===== config.mk =====
export PLATFORM = sky130hd
export DESIGN_NAME = keypad_scanner
export DESIGN_NICKNAME = d
export VERILOG_FILES = /design/src/rtl/keypad_pkg.sv /design/src/rtl/key_event_fifo.sv /design/src/rtl/keypad_scanner.sv
export SDC_FILE = /design/constraint.sdc
export NUM_CORES = 1
export LEC_CHECK = 0
export CORE_ASPECT_RATIO = 0.5
export CORE_UTILIZATION = 40
export DETAILED_ROUTE_END_ITERATION = 7
export GPL_ROUTABILITY_DRIVEN = 0
export HOLD_SLACK_MARGIN = 0.05
export PLACE_DENSITY_LB_ADDON = 0.05
export SLEW_MARGIN = 20
export SYNTH_ARGS = -nofsm -noshare
export SYNTH_HDL_FRONTEND = slang
export SYNTH_HIERARCHICAL = 1
export SYNTH_SLANG_ARGS = --single-unit

===== constraint.sdc =====
create_clock -name clk -period 8.1 [get_ports clk]
set_input_delay 1.215 -clock clk [delete_from_list [all_inputs] [get_ports clk]]
set_output_delay 1.215 -clock clk [all_outputs]
set_load 0.05 [all_outputs]

===== src/rtl/keypad_pkg.sv =====
// Shared types for the keypad scanner and its event FIFO.
// It holds the key-code width helper, the event record and the scan FSM encoding.
package keypad_pkg;

  localparam int CODE_MAX_W = 6;

  function automatic int key_width(input int rows, input int cols);
    return (rows * cols > 1) ? $clog2(rows * cols) : 1;
  endfunction

  typedef struct packed {
    logic                  is_release;
    logic [CODE_MAX_W-1:0] code;
  } key_event_t;

  typedef enum logic [0:0] {
    SCAN = 1'b0,
    EMIT = 1'b1
  } scan_state_e;

endpackage


===== src/rtl/key_event_fifo.sv =====
// Small synchronous event FIFO that drops a push when full (unless a pop frees a slot the same cycle).
// The dropped output pulses for one cycle when an entry is discarded.
module key_event_fifo #(
  parameter int WIDTH = 8,
  parameter int DEPTH = 4
) (
  input  logic             clk,
  input  logic             reset,
  input  logic             push,
  input  logic [WIDTH-1:0] push_data,
  input  logic             pop,
  output logic [WIDTH-1:0] head,
  output logic             full,
  output logic             empty,
  output logic             dropped
);

  localparam int AW = $clog2(DEPTH);

  logic [WIDTH-1:0] mem [DEPTH];
  logic [AW-1:0]    wr_ptr;
  logic [AW-1:0]    rd_ptr;
  logic [AW:0]      count;
  logic             do_push;
  logic             do_pop;

  assign full    = (count == (AW+1)'(DEPTH));
  assign empty   = (count == '0);
  // A pop on an empty FIFO is ignored, so push+pop while empty is a push only.
  assign do_pop  = pop && !empty;
  assign do_push = push && (!full || do_pop);
  assign dropped = push && full && !do_pop;
  assign head    = mem[rd_ptr];

  always_ff @(posedge clk) begin
    if (reset) begin
      wr_ptr <= '0;
      rd_ptr <= '0;
      count  <= '0;
      for (int i = 0; i < DEPTH; i++) mem[i] <= '0;
    end else begin
      if (do_push) begin
        mem[wr_ptr] <= push_data;
        wr_ptr      <= wr_ptr + 1'b1;
      end
      if (do_pop) rd_ptr <= rd_ptr + 1'b1;
      case ({do_push, do_pop})
        2'b10:   count <= count + 1'b1;
        2'b01:   count <= count - 1'b1;
        default: count <= count;
      endcase
    end
  end

endmodule


===== src/rtl/keypad_scanner.sv =====
// Matrix keypad scanner: column ring, row synchroniser, frame debounce and an
// emit walk that turns accepted matrix changes into press/release events.
module keypad_scanner
  import keypad_pkg::*;
#(
  parameter int ROWS       = 3,
  parameter int COLS       = 3,
  parameter int CLK_DIV    = 5464,
  parameter int DEBOUNCE   = 4,
  parameter int FIFO_DEPTH = 4,
  parameter int KEY_W      = key_width(ROWS, COLS)
) (
  input  logic             clk,
  input  logic             reset,
  input  logic [ROWS-1:0]  row,
  output logic [COLS-1:0]  column,
  output logic [KEY_W-1:0] key,
  output logic             key_release,
  output logic             valid_key,
  input  logic             key_ready,
  output logic             overflow,
  output logic [0:0]       fsm_state
);

  localparam int N  = ROWS * COLS;
  localparam int PW = $clog2(CLK_DIV);
  localparam int CW = $clog2(COLS);
  localparam logic [0:0] ST_SCAN = SCAN;
  localparam logic [0:0] ST_EMIT = EMIT;

  logic [ROWS-1:0]  row_meta, row_sync, pressed;
  logic [PW-1:0]    presc;
  logic             tick, frame_end;
  logic [CW-1:0]    col_idx, next_col;
  logic [N-1:0]     snapshot, frame_now, prev_frame, accepted, emit_snap;
  logic [3:0]       stable_cnt, cnt_next;
  logic [0:0]       state;
  logic [KEY_W-1:0] idx;
  logic             start_emit, ev_push, last_idx;
  key_event_t       ev;
  logic [KEY_W:0]   head, held;
  logic             fifo_full, fifo_empty, fifo_dropped, pop;

  assign pressed  = ~row_sync;
  assign tick     = (presc == PW'(CLK_DIV - 1));
  assign next_col = (col_idx == CW'(COLS - 1)) ? '0 : col_idx + 1'b1;

  always_comb begin
    frame_now = snapshot;
    frame_now[(COLS-1)*ROWS +: ROWS] = pressed;
    frame_end = tick && (col_idx == CW'(COLS - 1));
    if (frame_now == prev_frame)
      cnt_next = (stable_cnt == 4'(DEBOUNCE)) ? stable_cnt : stable_cnt + 1'b1;
    else
      cnt_next = 4'd1;
    start_emit = frame_end && (state == ST_SCAN) &&
                 (cnt_next == 4'(DEBOUNCE)) && (frame_now != accepted);
    ev.is_release = ~emit_snap[idx];
    ev.code       = CODE_MAX_W'(idx);
    ev_push       = (state == ST_EMIT) && (emit_snap[idx] != accepted[idx]);
    last_idx      = (idx == KEY_W'(N - 1));
  end

  always_ff @(posedge clk) begin
    if (reset) begin
      row_meta   <= '1;
      row_sync   <= '1;
      presc      <= '0;
      col_idx    <= '0;
      column     <= ~COLS'(1);
      snapshot   <= '0;
      prev_frame <= '0;
      accepted   <= '0;
      emit_snap  <= '0;
      stable_cnt <= '0;
      state      <= ST_SCAN;
      idx        <= '0;
      overflow   <= 1'b0;
      held       <= '0;
    end else begin
      row_meta <= row;
      row_sync <= row_meta;
      presc    <= tick ? '0 : presc + 1'b1;
      if (tick) begin
        snapshot[col_idx*ROWS +: ROWS] <= pressed;
        col_idx <= next_col;
        column  <= ~(COLS'(1) << next_col);
      end
      if (frame_end) begin
        stable_cnt <= cnt_next;
        if (frame_now != prev_frame) prev_frame <= frame_now;
      end
      // Scanning keeps running while EMIT walks its own frozen copy of the frame.
      case (state)
        ST_SCAN: begin
          if (start_emit) begin
            state     <= ST_EMIT;
            idx       <= '0;
            emit_snap <= frame_now;
          end
        end
        default: begin
          if (ev_push) accepted[idx] <= emit_snap[idx];
          if (last_idx) state <= ST_SCAN;
          else          idx   <= idx + 1'b1;
        end
      endcase
      if (fifo_dropped) overflow <= 1'b1;
      if (valid_key)    held     <= head;
    end
  end

  // Handshake: an event transfers on any clk edge where valid_key && key_ready;
  // valid_key never depends on key_ready, and the head is stable until taken.
  assign valid_key = ~fifo_empty;
  assign pop       = valid_key && key_ready;
  assign {key_release, key} = valid_key ? head : held;
  assign fsm_state = state;

  key_event_fifo #(
    .WIDTH (KEY_W + 1),
    .DEPTH (FIFO_DEPTH)
  ) u_fifo (
    .clk       (clk),
    .reset     (reset),
    .push      (ev_push),
    .push_data ({ev.is_release, ev.code[KEY_W-1:0]}),
    .pop       (pop),
    .head      (head),
    .full      (fifo_full),
    .empty     (fifo_empty),
    .dropped   (fifo_dropped)
  );

endmodule


==> metrics.md <==
| Metric | Value |
|---|---|
| # rows | `27` |
| Filler cell count | `between 1000 and 1500` |
| P_leak | `roughly 1.9 nW` |
| Core Area | `around 11000 µm²` |
| Ys Warns | `6` |
| Synth-to-Final Area Change | `12.2%` |
| Vias in the first global route | `roughly 3200` |
| CP Data Required Time | `approximately 6.9 ns` |
| Wire per inst | `between 10 and 15 µm` |
| Initial Utilization | `42.4%` |
| Arrival time worst endpoint | `roughly 2.7 ns` |
| Reg area | `approximately 2200 µm²` |
| Slew headroom | `between 30% and 40%` |
| Maximum Capacitance Violations | `0` |
| Via density | `roughly 5.0` |
| TNS Setup | `0 ns` |
| Remaining Overflow, GRT | `0` |
| Core Util, Final | `47.5%` |
| Post-cts sizing count | `0` |
| GRT Total Usage | `16.7%` |
| Worst setup path class | `reg -> out` |
| Final-report max-slew violation count | `0` |
| Netlist Area Pre-Place | `4800 µm²` |
| Setup Viol. Count Final | `0` |
| Detailed Route Iter0 Violations | `about 170` |
| Hpwl dp | `between 6000 and 7000 µm` |
| Clock transition at path regs | `roughly 0.070 ns` |
| 1st-pass router iterations | `6` |
| Switching fraction of total power | `roughly a fifth` |
| Post-CTS Setup Inserts | `0` |
| Via count | `between 3000 and 4000` |
| Initial antenna violation count | `0` |
| Max clock buf depth | `2` |
| Fin crit period | `3.89 ns` |
| Min-Delay Path Class | `reg -> reg` |
| # diodes | `0` |
| Chip height | `79.4 µm` |
| Maximum clock frequency | `between 200 and 300 MHz` |
| H-tree lvl count | `3` |
| CTS root buffer | `clkbuf_16` |
| Synth Instances | `488` |
| Largest net degree at the start of global routing | `80` |
| Post-synth net total | `around 500` |
| Multi-input combinational cell area | `roughly 2400 µm²` |
| Switching power | `slightly above 200 µW` |
| Power Density | `roughly 190 nW/µm²` |
| Combinational fraction of design power | `under 10%` |
| Die Width | `approximately 160 µm` |
| Slew @ Worst Pin | `just over 1 ns` |
| Dpl ws | `between 4 and 5 ns` |
| Worst skew pair latency | `0.34 ns` |
| Clk pwr share | `between 40% and 50%` |
| Cell internal pwr | `approximately 790 µW` |
| Worst setup SP type | `flip-flop` |
| Layout cells sized above 1 | `10.7%` |
| Num CTS Buffers | `9` |
| CTS tree | `built` |
| RSZ-0062 raised after global routing | `false` |
| Final hold vios | `0` |
| Final Skew | `roughly 0.008 ns` |
| Drt drc | `0` |
| IO Count | `17` |
| Fin worst setup slack | `4.21 ns` |
| Clk sinks | `between 100 and 150` |
| Routed WL | `9530 µm` |
| First-pass GRT wire length | `between 15000 and 20000 µm` |
| Die footprint | `12500 µm²` |
| Period utilisation layout | `48.0%` |
| Antenna viol nets, final | `0` |
| Element type at the critical path end | `output port` |
| # hold bufs at CTS | `0` |
| Max IR drop VDD | `86.5 µV` |
| Post-Syn Area per Cell | `between 9 and 10 µm²` |
| Crit path max fanout | `7` |
| Number of port buffers | `16` |
| Nets | `511` |
| Status | `complete, no violations` |
| Sequential power share | `~53%` |
## sequential cells by signal (all words and copies together) (netlist names), named ones only
signal / count
prev_frame: 9
column: 3
row_sync: 3
col_idx: 2
u_fifo/mem: 20
fsm_state: 1
row_meta: 3
snapshot: 6
idx: 4
emit_snap: 9
stable_cnt: 4
overflow: 1
presc: 13
u_fifo/count: 3
accepted: 9
u_fifo/rd_ptr: 2
u_fifo/wr_ptr: 2
held: 5
## cell usage in the layout, fill, tap and decap left out, types with 4 or more instances in the layout
master,count
edfxtp_1,20
a41oi_1,8
nand3_1,12
nor2_1,73
inv_1,16
dfxtp_1,81
nand4_1,5
or2_2,8
clkbuf_16,10
mux4_2,6
xor2_1,20
o21ai_0,6
and2_1,23
a211oi_1,6
a21oi_1,15
and3_1,4
xnor2_1,16
clkdlybuf4s50_1,15
nand2_1,21
ha_1,12
a2111oi_0,8
nor3_1,20
mux2_2,10
nand2b_1,7
nor2b_1,8
mux2i_1,16
## path summary, 6_finish.rpt
path | from | to | depth (start not counted) | slack [ns]
max | u_fifo/count[0] | key[3] | 3 | 4.21
max reg2reg | idx[0] | u_fifo/mem[0][4] | 10 | 4.47
min | row_meta[1] | row_sync[1] | 1 | 0.41
min reg2reg | row_meta[1] | row_sync[1] | 1 | 0.41
## power by group through the flow
stage / logic (mW) / clock network (mW) / registers [mW]
after floorplan: 0.0197 / 0 / 0.532
after global placement: 0.0246 / 0 / 0.536
after detailed placement: 0.0249 / 0 / 0.536
after CTS: 0.0250 / 0.462 / 0.524
after global routing: 0.0272 / 0.481 / 0.525
final: 0.0242 / 0.448 / 0.524
## through the flow
stage               hold WS, ns  power, mW  instance area, µm²  cells
floorplan                 0.389      0.552                4800    488
global placement          0.397      0.560                5050    639
detailed placement        0.398      0.560                5050    639
CTS                       0.415       1.01                5370    655
global route              0.426       1.03                5380    656
finish                    0.412      0.996                5380    656
## area by class of cell
type	count	share of cell area, %
Inverter	16	1.12
Clock inverter	3	0.791
Timing Repair Buffer	20	3.51
Sequential cell	101	41.3
Multi-Input combinational cell	344	44.5
Clock buffer	13	5.05
Tap cell	159	3.70
## layer usage
layer / routed length (µm) / track usage (%)
met2: 4410 / 27.9
met5: 0 / 0
met3: 232 / 4.72
met4: 102 / 4.02
met1: 4790 / 21.4
## critical path, stage by stage, from the launching register on
cell	delay, ns
dfxtp_1	0.37
nor3_1	0.83
mux2_2	0.43
clkdlybuf4s50_1	0.70
Note: power is estimated with default switching activity, not from simulation.
==> patch 1 (same flow settings) <==
Change the parameter `COLS` from 3 to 6.
--- a/src/rtl/keypad_scanner.sv
+++ b/src/rtl/keypad_scanner.sv
@@ -4,7 +4,7 @@
   import keypad_pkg::*;
 #(
   parameter int ROWS       = 3,
-  parameter int COLS       = 3,
+  parameter int COLS       = 6,
   parameter int CLK_DIV    = 5464,
   parameter int DEBOUNCE   = 4,
   parameter int FIFO_DEPTH = 4,
Ports: changed (resized column and key); port bits go from 17 to 21. The function was not compared with the original's and may differ.
==> patch 1 against the original RTL <==
  * Area after synthesis rose by 48%
  * Sequential cell count is 46 higher
  * Design area up 50%
  * Sequential share of layout area decreased by 1.9 points
  * Synthesized cell count increased by 49%
  * Worst setup slack lost 410 ps
  * Total power increased by 63%
  * Routed wire length grew 69%
  * Global-route usage up 2.2 points
==> patch 1: results (changes against the original RTL) <==
status: "finished clean"
synth_commonest_cells: "dfxtp_1 (123), nor2_1 (89), nand2_1 (46), mux2i_1 (39), a21oi_1 (36)"
dr_total_vias: 5148  # +57%
portBuffers: 20  # +4
grt_max_degree: 74  # -7.5%
intPower_mw: 1.27  # +59%
grt_use_met3_pct: 4.74  # +0.016 points
first_pass_iters: 5  # -1
fillerInstances: 1625  # +48%
path_max_fanout: 20  # +13
htree_levels: 4  # +1
ff2ff_path_depth: 14  # +4
largest_register: "u_fifo/mem"
crit_family: "compound AO/OA/AOI/OAI gates"
ir_drop_uv: 142  # +64%
ys_types: 63
tightest_slew_ps: 1050  # +40.7 ps
largest_reg_flops: 24  # +20%
drtIter0Drc: 241  # +43%
grt_pass1_vias: 4722  # +49%
hold_start: "row_meta[2]"
synthArstFlopShare_pct: 0
wl_met2_mm: 6.95  # +57%
numCtsBuffers: 17  # +8
met2_usage_pct: 29.5  # +1.6 points
leakagePower_nw: 3.21  # +70%
dp_slack_ps: 3860  # -429 ps
clk_latency_ps: 430  # +90 ps
cpPeakStageDelay_ps: 850  # +20 ps
syn2layout_area_growth_pct: 13.8
wl_met3_um: 593  # +160%
cpMaxStageDelayCell: "dfxtp_1"
whs_ps: 409  # -3.34 ps
final_nets: 754  # +48%
hold_end: "row_sync[2]"
crit_arrival_ps: 4630  # +1960 ps
track_usage_pct: 18.9  # +2.2 points
fin_skew_ps: 9.97  # +1.93 ps
reg2reg_to: "u_fifo/count[2]"
layout-drive-gt1-share_pct: 10.7  # +0.060 points
r2r-start: "idx[1]"
dpl_cell_area_um2: 7450  # +47%
-- patch 1: kinds of logic (layout without fill, tap and decap cells) --
kind of cell / count (synthesis) / after routing / share of synthesized area, %
adders and majority gates: 15 / 15 / 2.75
buffers and inverters: 59 / 80 / 3.79
and+or+nand+nor: 273 / 273 / 20.8
muxes: 61 / 61 / 10.9
xor gates and xnor gates: 54 / 54 / 6.67
DFF: 147 / 147 / 44.9
AOI/OAI and AO/OA: 116 / 116 / 10.2
-- patch 1: cell type report --
cell class                      count  area share [%]
Clock buffer                       18            5.58
Clock inverter                     14            2.14
Timing Repair Buffer               26            3.01
Sequential cell                   147            39.4
Inverter                           22            1.02
Tap cell                          227            3.52
Multi-Input combinational cell    519            45.3
-- patch 1: power groups by stage --
stage | registers (mW) | clock network, mW | logic, mW
2_1_floorplan | 0.768 | 0 | 0.0232
3_3_place_gp | 0.771 | 0 | 0.0321
3_5_place_dp | 0.771 | 0 | 0.0319
4_1_cts | 0.755 | 0.860 | 0.0322
5_1_grt | 0.755 | 0.895 | 0.0355
6_report | 0.755 | 0.837 | 0.0313
-- patch 1: worst max path at each step --
stage	from	slack [ps]	cells past startpoint	endpoint
after floorplan	idx[0]	4770	16	u_fifo/count[2]
after global placement	idx[1]	3950	14	u_fifo/count[2]
after detailed placement	idx[1]	3860	14	u_fifo/count[2]
after CTS	idx[1]	3800	14	u_fifo/count[2]
after global routing	idx[1]	3420	14	u_fifo/count[2]
final	idx[1]	3810	14	u_fifo/count[2]
-- patch 1: through the flow --
step                      cells  power [mW]
after floorplan             725       0.791
after global placement      941       0.803
after detailed placement    941       0.803
after CTS                   973        1.65
after global routing        973        1.69
final                       973        1.62
==> patch 2 (same flow settings) <==
Made on the original files. Make the reset (`reset`) asynchronous in 2 clocked blocks.
--- a/src/rtl/key_event_fifo.sv
+++ b/src/rtl/key_event_fifo.sv
@@ -32,7 +32,7 @@
   assign dropped = push && full && !do_pop;
   assign head    = mem[rd_ptr];
 
-  always_ff @(posedge clk) begin
+  always_ff @(posedge clk or posedge reset) begin
     if (reset) begin
       wr_ptr <= '0;
       rd_ptr <= '0;
--- a/src/rtl/keypad_scanner.sv
+++ b/src/rtl/keypad_scanner.sv
@@ -61,7 +61,7 @@
     last_idx      = (idx == KEY_W'(N - 1));
   end
 
-  always_ff @(posedge clk) begin
+  always_ff @(posedge clk or posedge reset) begin
     if (reset) begin
       row_meta   <= '1;
       row_sync   <= '1;
Formal check against the unedited RTL: no difference found for any inputs over 10 cycles, from zero or initial values and one cycle with reset high; that may be too few to reach the edited logic, so the function may still have changed.
==> patch 2 against the original RTL <==
  * Design area is 4.4% higher
  * First-iteration DRC count is 20% higher
  * Area after synthesis is 3.9% higher
  * Non-clock buffer count is 2 lower
  * Sequential cell count is 2 lower
  * Worst setup slack better by 40 ps
  * Synthesized cell count is 11% lower
  * Register-to-register slack better by 270 ps
  * Routed wire length is 0.13% higher
  * Highest routed layer unchanged
Power is not compared: it rests on default switching activity, and its combinational part moved more than twofold at a synthesized area within 25%.
==> patch 2: results (changes against the original RTL) <==
multi_input_area_um2: 2340  # -2.5%
grt_use_met3_pct: 3.83  # -0.89 points
fillerInstances: 1100  # +0.27%
drtIter0Drc: 203  # +20%
grtUsageMet1_pct: 20.2  # -1.2 points
syn_nets: 457  # -9.9%
register_area_um2: 2490  # +12%
hpwl_mm: 6.77  # +7.5%
tightest_slew_ps: 996  # -15.8 ps
buffer_area_share_pct: 3.12  # -0.39 points
seq_cell_count: 99  # -2.0%
n_all_buffers: 18  # -10%
layout-drive-gt1-share_pct: 18.6  # +7.9 points
hold_path_depth: 0  # -1
grt_max_degree: 73  # -8.8%
wl_per_cell_um: 15.5  # +6.5%
met1Wirelength_mm: 4.52  # -5.6%
ys_warn_count: 6  # unchanged
inverters: 24  # +8
status: "finished clean"
final_nets: 471  # -7.8%
wl_met3_um: 294  # +27%
ff2ff_path_depth: 10  # unchanged
fin_skew_ps: 7.40  # -0.648 ps
grt_pass1_wl_mm: 16.1  # about the same
cpPeakStageDelay_ps: 720  # -110 ps
met2_usage_pct: 27.5  # -0.36 points
track_usage_pct: 16.0  # -0.68 points
dr_total_vias: 3203  # -2.0%
cp.required_ps: 6880  # about the same
multi_input_cells: 295  # -14%
wl_met2_mm: 4.58  # +3.8%
first_pass_iters: 5  # -1
[patch 2: metrics by stage]
step | worst slack [ps] | cells | cell area [µm²] | hold WS (ps)
6_report | 4250 | 617 | 5620 | 356
5_1_grt | 4100 | 617 | 5620 | 360
4_1_cts | 4200 | 617 | 5620 | 357
3_5_place_dp | 4550 | 601 | 5300 | 347
3_3_place_gp | 4650 | 601 | 5300 | 347
2_1_floorplan | 5070 | 433 | 4980 | 345
[patch 2: path summary, 6_finish.rpt]
path                                      start         endpoint  slack (ps)
worst max-delay path            u_fifo/count[1]           key[3]        4250
worst min-delay path                row_meta[2]      row_sync[2]         360
worst max register to register           idx[0]  u_fifo/count[1]        4740
worst min register to register      row_meta[2]      row_sync[2]         360
max in group asynchronous                 reset    prev_frame[1]        5970
min in group asynchronous                 reset  u_fifo/count[1]        1470
[patch 2: where the power goes]
part,internal (mW),total [mW],switching (mW)
sequential,0.511,0.541,0.0296
clock,0.279,0.460,0.181
combinational,0.0472,0.0980,0.0508
total,0.838,1.10,0.261
